$ cat config.mk
export PLATFORM = sky130hd
export DESIGN_NAME = mdu_arbiter
export DESIGN_NICKNAME = d
export VERILOG_FILES = /design/src/rtl/mdu_arbiter.sv
export SDC_FILE = /design/constraint.sdc
export NUM_CORES = 1
export LEC_CHECK = 0
export CORE_ASPECT_RATIO = 1.1
export CORE_UTILIZATION = 35
export DETAILED_ROUTE_END_ITERATION = 6
export DONT_BUFFER_PORTS = 1
export PLACE_DENSITY_LB_ADDON = 0.1
export SETUP_SLACK_MARGIN = 0.3
export SLEW_MARGIN = 20
export SYNTH_ARGS = -nofsm -noshare
export SYNTH_HDL_FRONTEND = slang
export SYNTH_SLANG_ARGS = --single-unit
export TNS_END_PERCENT = 30
$ cat constraint.sdc
create_clock -name clk -period 3.5 [get_ports clk]
set_input_delay 0.7 -clock clk [delete_from_list [all_inputs] [get_ports clk]]
set_output_delay 0.7 -clock clk [all_outputs]
set_load 0.01 [all_outputs]
$ cat src/rtl/mdu_arbiter.sv
`default_nettype none
// ============================================================================
// mdu_arbiter: two-requester round-robin front end for a shared mult/div unit.
// Rev 1.0
// ============================================================================
module mdu_arbiter #(
  parameter int unsigned WDT_CYCLES = 31
) (
  input  logic        clk,
  input  logic        reset,
  input  logic        req0_valid,
  input  logic        req1_valid,
  input  logic [2:0]  req0_op,
  input  logic [2:0]  req1_op,
  input  logic [31:0] req0_a,
  input  logic [31:0] req0_b,
  input  logic [31:0] req1_a,
  input  logic [31:0] req1_b,
  output logic        req0_ready,
  output logic        req1_ready,
  output logic        mdu_start,
  output logic [2:0]  mdu_op,
  output logic [31:0] mdu_rs,
  output logic [31:0] mdu_rt,
  input  logic        mdu_busy,
  input  logic [31:0] mdu_hi,
  input  logic [31:0] mdu_lo,
  output logic        resp_valid,
  output logic        resp_id,
  output logic        resp_err,
  output logic [31:0] resp_hi,
  output logic [31:0] resp_lo,
  input  logic        resp_ready
);

  localparam logic [1:0] IDLE  = 2'd0;
  localparam logic [1:0] ISSUE = 2'd1;
  localparam logic [1:0] WAIT  = 2'd2;
  localparam logic [1:0] RESP  = 2'd3;

  // Watchdog fires on the busy cycle that would bring the count to WDT_CYCLES.
  localparam logic [7:0] WDT_LAST = 8'(WDT_CYCLES - 1);

  logic [1:0]  state_q, state_d;
  logic        last_q, last_d;
  logic [2:0]  op_q, op_d;
  logic [31:0] a_q, a_d;
  logic [31:0] b_q, b_d;
  logic        id_q, id_d;
  logic        err_q, err_d;
  logic [31:0] hi_q, hi_d;
  logic [31:0] lo_q, lo_d;
  logic [7:0]  wdt_q, wdt_d;

  logic        idle;
  logic        grant1;
  logic        grant0;
  logic        accept;
  logic        in_flight;
  logic [2:0]  sel_op;

  // last_q holds the index of the most recent grant; on a tie the other side wins.
  assign idle    = (state_q == IDLE) && !reset;
  assign grant1  = req1_valid && (!req0_valid || !last_q);
  assign grant0  = req0_valid && !grant1;

  assign req0_ready = idle && grant0;
  assign req1_ready = idle && grant1;
  assign accept     = req0_ready || req1_ready;
  assign sel_op     = grant1 ? req1_op : req0_op;

  always_comb begin
    state_d = state_q;
    last_d  = last_q;
    op_d    = op_q;
    a_d     = a_q;
    b_d     = b_q;
    id_d    = id_q;
    err_d   = err_q;
    hi_d    = hi_q;
    lo_d    = lo_q;
    wdt_d   = wdt_q;
    case (state_q)
      IDLE: begin
        if (accept) begin
          id_d   = grant1;
          last_d = grant1;
          op_d   = sel_op;
          a_d    = grant1 ? req1_a : req0_a;
          b_d    = grant1 ? req1_b : req0_b;
          if (sel_op[2]) begin
            err_d   = 1'b1;
            hi_d    = '0;
            lo_d    = '0;
            state_d = RESP;
          end else begin
            state_d = ISSUE;
          end
        end
      end
      ISSUE: begin
        wdt_d   = '0;
        state_d = WAIT;
      end
      WAIT: begin
        if (!mdu_busy) begin
          err_d   = 1'b0;
          hi_d    = mdu_hi;
          lo_d    = mdu_lo;
          state_d = RESP;
        end else if (wdt_q == WDT_LAST) begin
          err_d   = 1'b1;
          hi_d    = '0;
          lo_d    = '0;
          state_d = RESP;
        end else begin
          wdt_d = wdt_q + 8'd1;
        end
      end
      RESP: begin
        if (resp_ready) state_d = IDLE;
      end
      default: state_d = IDLE;
    endcase
  end

  always_ff @(posedge clk) begin
    if (reset) begin
      state_q <= IDLE;
      last_q  <= 1'b1;
      op_q    <= '0;
      a_q     <= '0;
      b_q     <= '0;
      id_q    <= 1'b0;
      err_q   <= 1'b0;
      hi_q    <= '0;
      lo_q    <= '0;
      wdt_q   <= '0;
    end else begin
      state_q <= state_d;
      last_q  <= last_d;
      op_q    <= op_d;
      a_q     <= a_d;
      b_q     <= b_d;
      id_q    <= id_d;
      err_q   <= err_d;
      hi_q    <= hi_d;
      lo_q    <= lo_d;
      wdt_q   <= wdt_d;
    end
  end

  assign in_flight  = (state_q == ISSUE) || (state_q == WAIT);
  assign mdu_start  = (state_q == ISSUE);
  assign mdu_op     = in_flight ? op_q : 3'd0;
  assign mdu_rs     = in_flight ? a_q : 32'd0;
  assign mdu_rt     = in_flight ? b_q : 32'd0;

  assign resp_valid = (state_q == RESP);
  assign resp_id    = resp_valid && id_q;
  assign resp_err   = resp_valid && err_q;
  assign resp_hi    = resp_valid ? hi_q : 32'd0;
  assign resp_lo    = resp_valid ? lo_q : 32'd0;

endmodule
`default_nettype wire

After elaboration in Yosys (flattened, before gate mapping):

Cells that the tools add are included.

* register bits: 144
* bits of input ports: 204
* output and inout bits: 137

* reduce and logical (&&, ||, !) cells: 21
* equality and inequality tests: 10
* add/sub/neg operators: 1
* mux-type cells: 29

Operators by type and width (number)
* 2-to-1 mux 32 bit: 11
* case mux 32 bit (2 select lines): 2
* 2-to-1 mux 8 bit: 2
* case mux 8 bit (2 select lines): 1
* 2-to-1 mux 2 bit: 5
* adder 8 x 1 -> 8 bit (second input constant): 1
* equality test 8 x 5 -> 1 bit (second input constant): 1
* != test 2 bit (second input constant): 4
* case mux 2 bit (4 select lines): 1
* logical AND 1 bit: 7
* 2-to-1 mux 3 bit: 2
* AND reduction 3 bit: 2
* equality test 2 bit (second input constant): 2
* zero test 1 bit: 4
* 2-to-1 mux 1 bit: 4
* AND reduction 4 bit: 1
* nonzero test 2 bit: 2
* logical OR 1 bit: 3
* != test 3 bit (second input constant): 1
* equality test 2 x 1 -> 1 bit (second input constant): 1
* zero test 2 bit: 1
* != test 2 x 1 -> 1 bit (second input constant): 1
* case mux 1 bit (2 select lines): 1
* AND reduction 2 bit: 1

Depth between registers and ports, before layout:

Gate-level depths: netlist of the first run.

* word-level depth: 9
* depth in mapped cells: 8

Worst setup path before layout of the first run:

No wires, ideal clock.

* kind: register to output
* start: reg state_q[0]
* end: out mdu_rt[21]
* path slack: 1.209 ns
* stages on the path, launching flop included: 7
* path buffers: 3
* arrival: 1.591 ns
* cells stage by stage: dfxtp_1 -> inv_1 -> ha_1 -> clkbuf_1 -> clkbuf_1 -> clkbuf_1 -> and2_1

* cells in the longest elaborated chain, start to end: 3
* elaborated cells between the ends (all ways): 4
* those cells by class: 2 x eq/ne; 1 x mux; 1 x reduce/logical

RTL lines
* start, declared: RTL line 44 `logic [1:0] state_q, state_d;`
* start signal, assigned: RTL line 140 `state_q <= state_d;`
* equality test 2 x 1 -> 1 bit or equality test 2 bit (tied branches): RTL line 153 `assign in_flight = (state_q == ISSUE) || (state_q == WAIT);`
* logical OR 1 bit (*): RTL line 153
* 2-to-1 mux 32 bit (*): RTL line 157 `assign mdu_rt = in_flight ? b_q : 32'd0;`
* end, declared: RTL line 24 `output logic [31:0] mdu_rt,`

Mark *: on every way between the ends. The rest lies on a longest branch, timed or not.

Final worst setup path of the first run:

* start: reg state_q[0]
* end: out mdu_rt[2]

The elaborated chain is that of the path after synthesis.

==> results of run 1 <==
## routing by layer
metal	global-route usage	vias to the layer above	share of wire
li1	-	2559	-
met3	0.0678	23	0.088
met5	0	-	0
met1	0.208	2454	0.41
met2	0.308	256	0.48
met4	0.0814	0	0.023
## state kept, by name (all words and copies together), names as in the netlist
name and flops:
err_q 1, state_q 2, hi_q 32, op_q 3, id_q 1, last_q 1
wdt_q 8, b_q 32, a_q 32, lo_q 32
## cell usage after synthesis, drive strengths merged, types with 2 or more instances
cell type,count
a21oi,9
a22o,64
a311oi,67
a31oi,2
and2,134
buf,28
clkbuf,40
dfxtp,144
ha,7
inv,4
nand2,143
nand2b,2
nand3,3
nand4,2
nor2,74
nor2b,4
nor3b,2
o21ai,6
or2,2
or3,5
## where the power goes
| group | internal, mW | leakage (nW) | switching [mW] |
|---|---|---|---|
| combinational | 0.426 | 1.26 | 0.844 |
| sequential | 1.91 | 1.17 | 0.159 |
| clock | 0.949 | 0.269 | 0.762 |
## how the worst min path moves through the flow
stage | slack, ns | startpoint | to | cells past startpoint
2_1_floorplan | 0.44 | hi_q[0]$_SDFFE_PP0P_ | hi_q[0]$_SDFFE_PP0P_ | 1
3_3_place_gp | 0.45 | hi_q[8]$_SDFFE_PP0P_ | hi_q[8]$_SDFFE_PP0P_ | 1
3_5_place_dp | 0.46 | hi_q[29]$_SDFFE_PP0P_ | hi_q[29]$_SDFFE_PP0P_ | 1
4_1_cts | 0.34 | reset | a_q[0]$_SDFFE_PP0P_ | 1
5_1_grt | 0.34 | reset | b_q[14]$_SDFFE_PP0P_ | 1
6_report | 0.37 | reset | state_q[0]$_SDFFE_PP0P_ | 1
## worst reg2reg max path, stage by stage, from the launching register on
cell,delay [ns]
dfxtp_1,0.38
inv_1,0.12
ha_2,0.85
o2111ai_1,0.39
or3_1,0.41
a21oi_1,0.16
## cell families after synthesis
family | Yosys count
xor+xnor | 1
flops | 144
compound gates | 161
fa+ha+maj | 7
simple gates | 376
buf+inv | 72
## area by class of cell
cell class	count	area, um^2
fill	1862	11200
clock inverter	14	120
clock buffer	18	439
tap	243	304
multi-input combinational	545	3330
sequential	144	2880
timing repair buffer	7	65.1
inverter	4	15.0
## metrics by stage
stage / cell area [um^2] / hold slack (ns) / instances
after floorplan: 6520 / 0.440 / 761
after global placement: 6600 / 0.452 / 943
after detailed placement: 6600 / 0.455 / 943
after CTS: 7160 / 0.336 / 975
after global routing: 7160 / 0.340 / 975
final: 7160 / 0.369 / 975
## layout by cell type (no fill, tap or decap), types with 2 or more instances in the layout
master / synthesis / routed
dfxtp_1: 144 / 144
nand2_1: 143 / 143
and2_1: 134 / 134
nor2_1: 73 / 73
a311oi_1: 67 / 67
a22o_1: 64 / 64
clkbuf_16: 0 / 17
a21oi_1: 9 / 9
o21ai_0: 6 / 6
inv_6: 0 / 6
buf_4: 2 / 6
or3_1: 5 / 5
ha_1: 7 / 5
inv_1: 4 / 4
nor2b_1: 4 / 4
nand3_1: 3 / 3
clkinvlp_4: 0 / 3
nand2b_1: 2 / 2
or2_2: 2 / 2
nand4_1: 2 / 2
ha_2: 0 / 2
clkinv_4: 0 / 2
inv_8: 0 / 2
==> impl_metrics.yaml, run 1 <==
synthesis:
  synth_cells: 761
  synth_area_leaders: "dfxtp_1, and2_1, a311oi_1, a22o_1, nand2_1"
  yosysTopAreaCell: "dfxtp_1"
  synth.cell_area_um2: 6520
  synth-simple-area-share: 0.280
  ys_ff_latch: 144
  synth-edff-count: 0
  synthMuxAreaShare: 0
  synth-seq-area-share: 0.442
  synth-adder-area-share: 0.0134
  synth.avg_cell_area_um2: 8.57
  synth_nets: 972
  synthXorXnorAreaFrac: 0.00134
  ys_types: 45
  synth-compound-area-share: 0.210
  async_reset_ff_frac: 0
  yosysTopAreaCellShare: 0.442
  synth_warnings: 0
  synth_top_family_by_area: "simple AND/OR/NAND/NOR gates"
  synthFlopType: "dfxtp_1"
route:
  drc: 0
  routedWlPerCell_um: 18.3
  ant_nets: 0
  vias: 5292
  first_pass_iters: 4
  drt-total-wl_um: 17800
  drt_iter0_markers: 196
  via_per_inst: 5.43
sta:
  fin_worst_skew_ns: 0.0121
  tightest_slew_ns: 0.982
  period_share: 0.847
  timing.final.ws_setup_ns: 0.537
  drv_slew: 0
  timing.fmax_mhz: 337
  setup_viol: 0
  rsz0062_at_grt: "no"
  fin_tns_setup_ns: 0
  slew-limit-headroom: 0.345
  hold_viol_final: 0
  min_period_ns: 2.96
worst_setup_path:
  timing.rr.end: "wdt_q[4]$_SDFFE_PP0P_"
  cp.buffers_inverters: 2
  worstSetupEndpoint: "mdu_rt[2]"
  path_class: "register to primary output"
  slowest_delay_ns: 0.85
  cp_max_fo: 52
  cp-end-kind: "primary output"
  path_cells: "inv_1, ha_2, buf_4, and2_1"
  reg2reg_depth: 5
  reg2reg_slack_ns: 1.14
  required_ns: 2.80
  cp.depth: 4
  worstSetupStartpoint: "state_q[0]$_SDFFE_PP0P_"
  critPathTopFamily: "adder cells"
  reg2reg_from: "state_q[0]$_SDFFE_PP0P_"
  cpMaxStageDelayCell: "ha_2"
  start_kind: "register"
  crit_arrival_ns: 2.26
status:
  status: "complete, no violations"
clock_tree:
  cts_buffers: 17
  cts_post_setup_buffers_inserted: 0
  cts_htree_levels: 4
  root_buffer: "clkbuf_16"
  ctsHoldBuffers: 0
  cts.sinks: 144
  clk_pin_slew_worst_paths_ns: 0.06
  cts_tree: "done"
  cts-resized-gates: 0
  cts_buffer_depth: 2
  clk_latency_ns: 0.42
place:
  dp_hpwl_um: 12300
  port_buffers: 0
  dp_slack_ns: 0.952
  gp_congestion: 0.806
final_layout:
  post_route_cells_drive_above_1_share: 0.0683
  fin_util: 0.390
  area_growth_pct: 9.73
  diodes: 0
  layout.nets: 930
pwr:
  power_mw: 5.06
  cellLeakagePower_nw: 2.70
  vdd_drop_max_uv: 308
  cellPowerDensity_nw_per_um2: 706
floorplanning:
  std_cell_rows: 52
  initial_core_util: 0.355
  io_pins: 341
  core-area_um2: 18300
  die_y_um: 145
  die_w_um: 132
  die_area_um2: 19200
global_route:
  grt_pass1_vias: 5217
  grt.overflow.total: 0
  track_usage: 0.184
  antenna_found_initial: 0
  grt_max_degree: 135
  grt_pass1_wl_um: 27800
min_path:
  hp-class: "input pin to register"
job:
  cap_violations: 0
(Power assumes the default switching activity.)
==> run 2, diff against run 1 <==
Clock period 3.5 ns to 3.1 ns, I/O delays scaled along.
==> impl_metrics.yaml, run 2 (synthesis results as in run 1) <==
status:
  status: "complete, no violations"
pwr:
  power_mw: 5.99
  pwr-share-seq: 0.388
  p_clk_frac: 0.353
  intPower_mw: 3.99
  vdd_drop_max_uv: 343
  cellLeakagePower_nw: 2.78
  cellPowerDensity_nw_per_um2: 819
  switching_power_mw: 2.00
  switching_share: 0.334
  p_comb_frac: 0.259
final_layout:
  final_common_cell: "dfxtp_1"
  area_growth_pct: 12.2
  post_route_cells_drive_above_1_share: 0.0758
  post-route-cell-area_um2: 7320
  nFillCells: 1873
  layout.nets: 937
  multi_input_area_um2: 3340
  diodes: 0
  final_cell_mix: "dfxtp_1, nand2_1, and2_1"
  register_area_um2: 2880
clock_tree:
  cts_post_setup_buffers_inserted: 0
  cts.sinks: 144
  cts_htree_levels: 4
  clk_latency_ns: 0.41
  cts_tree: "done"
  clk_pin_slew_worst_paths_ns: 0.07
  cts_buffers: 17
  root_buffer: "clkbuf_16"
  cts_buffer_depth: 2
min_path:
  hp-class: "input pin to register"
  worstHoldEndpoint: "b_q[16]$_SDFFE_PP0P_"
  min_delay_path_depth: 1
  worstHoldStart: "reset"
worst_setup_path:
  path_class: "register to primary output"
  cp-end-kind: "primary output"
  timing.rr.end: "a_q[6]$_SDFFE_PP0P_"
  reg2reg_depth: 7
  crit_arrival_ns: 1.95
  start_kind: "register"
  reg2reg_from: "state_q[0]$_SDFFE_PP0P_"
  reg2reg_slack_ns: 0.98
  cp_max_fo: 37
  required_ns: 2.48
place:
  dp_hpwl_um: 12900
  port_buffers: 0
  dpl_cell_area_um2: 6700
  gp_congestion: 0.811
route:
  first_pass_iters: 5
  routedWlPerCell_um: 18.8
  drt_iter0_markers: 213
  via_per_inst: 5.36
  drc: 0
  ant_nets: 0
  vias: 5260
  drt-total-wl_um: 18400
sta:
  slew-limit-headroom: 0.582
  drv_slew: 0
  period_share: 0.830
  rsz0062_at_grt: "no"
  fin_worst_skew_ns: 0.0111
  tightest_slew_ns: 0.625
  hold_viol_final: 0
  min_period_ns: 2.57
  setup_viol: 0
  fin_tns_setup_ns: 0
  timing.fmax_mhz: 389
global_route:
  grt_pass1_wl_um: 28600
  grt_max_degree: 81
  grt_pass1_vias: 5275
  antenna_found_initial: 0
  grt.overflow.total: 0
  track_usage: 0.189
floorplanning:
  die_area_um2: 19200
  io_pins: 341
  core-area_um2: 18300
  die_y_um: 145
  initial_core_util: 0.355
  std_cell_rows: 52
  die_w_um: 132
job:
  cap_violations: 0
run 2: through the flow:
step,hold slack (ns),setup WS (ns),utilization,instances
finish,0.289,0.527,0.399,982
detailed placement,0.457,0.678,0.365,950
floorplan,0.440,0.889,-,761
CTS,0.253,0.481,0.399,982
global route,0.256,0.380,0.399,982
global placement,0.452,0.769,0.365,950
run 2: worst max-delay path, stage by stage (launching register included):
cell     delay [ns]
dfxtp_1        0.36
inv_1          0.12
ha_4           0.51
buf_4          0.32
and2_1         0.23
run 2: layer usage:
metal | vias up | wire (um) | GRT usage
met2 | 259 | 8770 | 0.317
met3 | 26 | 1640 | 0.0618
met5 | - | 0 | 0
met1 | 2400 | 7540 | 0.217
met4 | 0 | 464 | 0.0831
li1 | 2575 | - | -
run 2: power groups by stage:
stage               Combinational [mW]  Clock [mW]  Sequential (mW)
finish                            1.55        2.12             2.33
global route                      1.72        2.27             2.37
CTS                               1.57        2.18             2.33
detailed placement                1.54           0             2.36
global placement                  1.50           0             2.36
floorplan                         1.21           0             2.30
run 2: layout make-up:
type,instances,share of cell area
repair buffers,14,0.0229
multi-input cells,545,0.456
flip-flops and latches,144,0.394
well taps,243,0.0415
clock inverters,14,0.0246
clock buffers,18,0.0586
inverters,4,0.00205
run 2: worst max path at each step:
stage	from	to	slack (ns)	depth (start not counted)
4_1_cts	state_q[1]$_SDFFE_PP0P_	mdu_rs[0]	0.48	4
6_report	state_q[1]$_SDFFE_PP0P_	mdu_rt[9]	0.53	4
3_3_place_gp	state_q[0]$_SDFFE_PP0P_	mdu_rs[0]	0.77	4
5_1_grt	state_q[1]$_SDFFE_PP0P_	mdu_rs[0]	0.38	4
3_5_place_dp	state_q[1]$_SDFFE_PP0P_	mdu_rs[0]	0.68	4
2_1_floorplan	state_q[0]$_SDFFE_PP0P_	mdu_rt[21]	0.89	6
run 2: repair_timing:
action,4_1_cts,5_1_grt
resized for setup,1,0
endpoints found under the setup margin,27,0
hold buffers,0,0
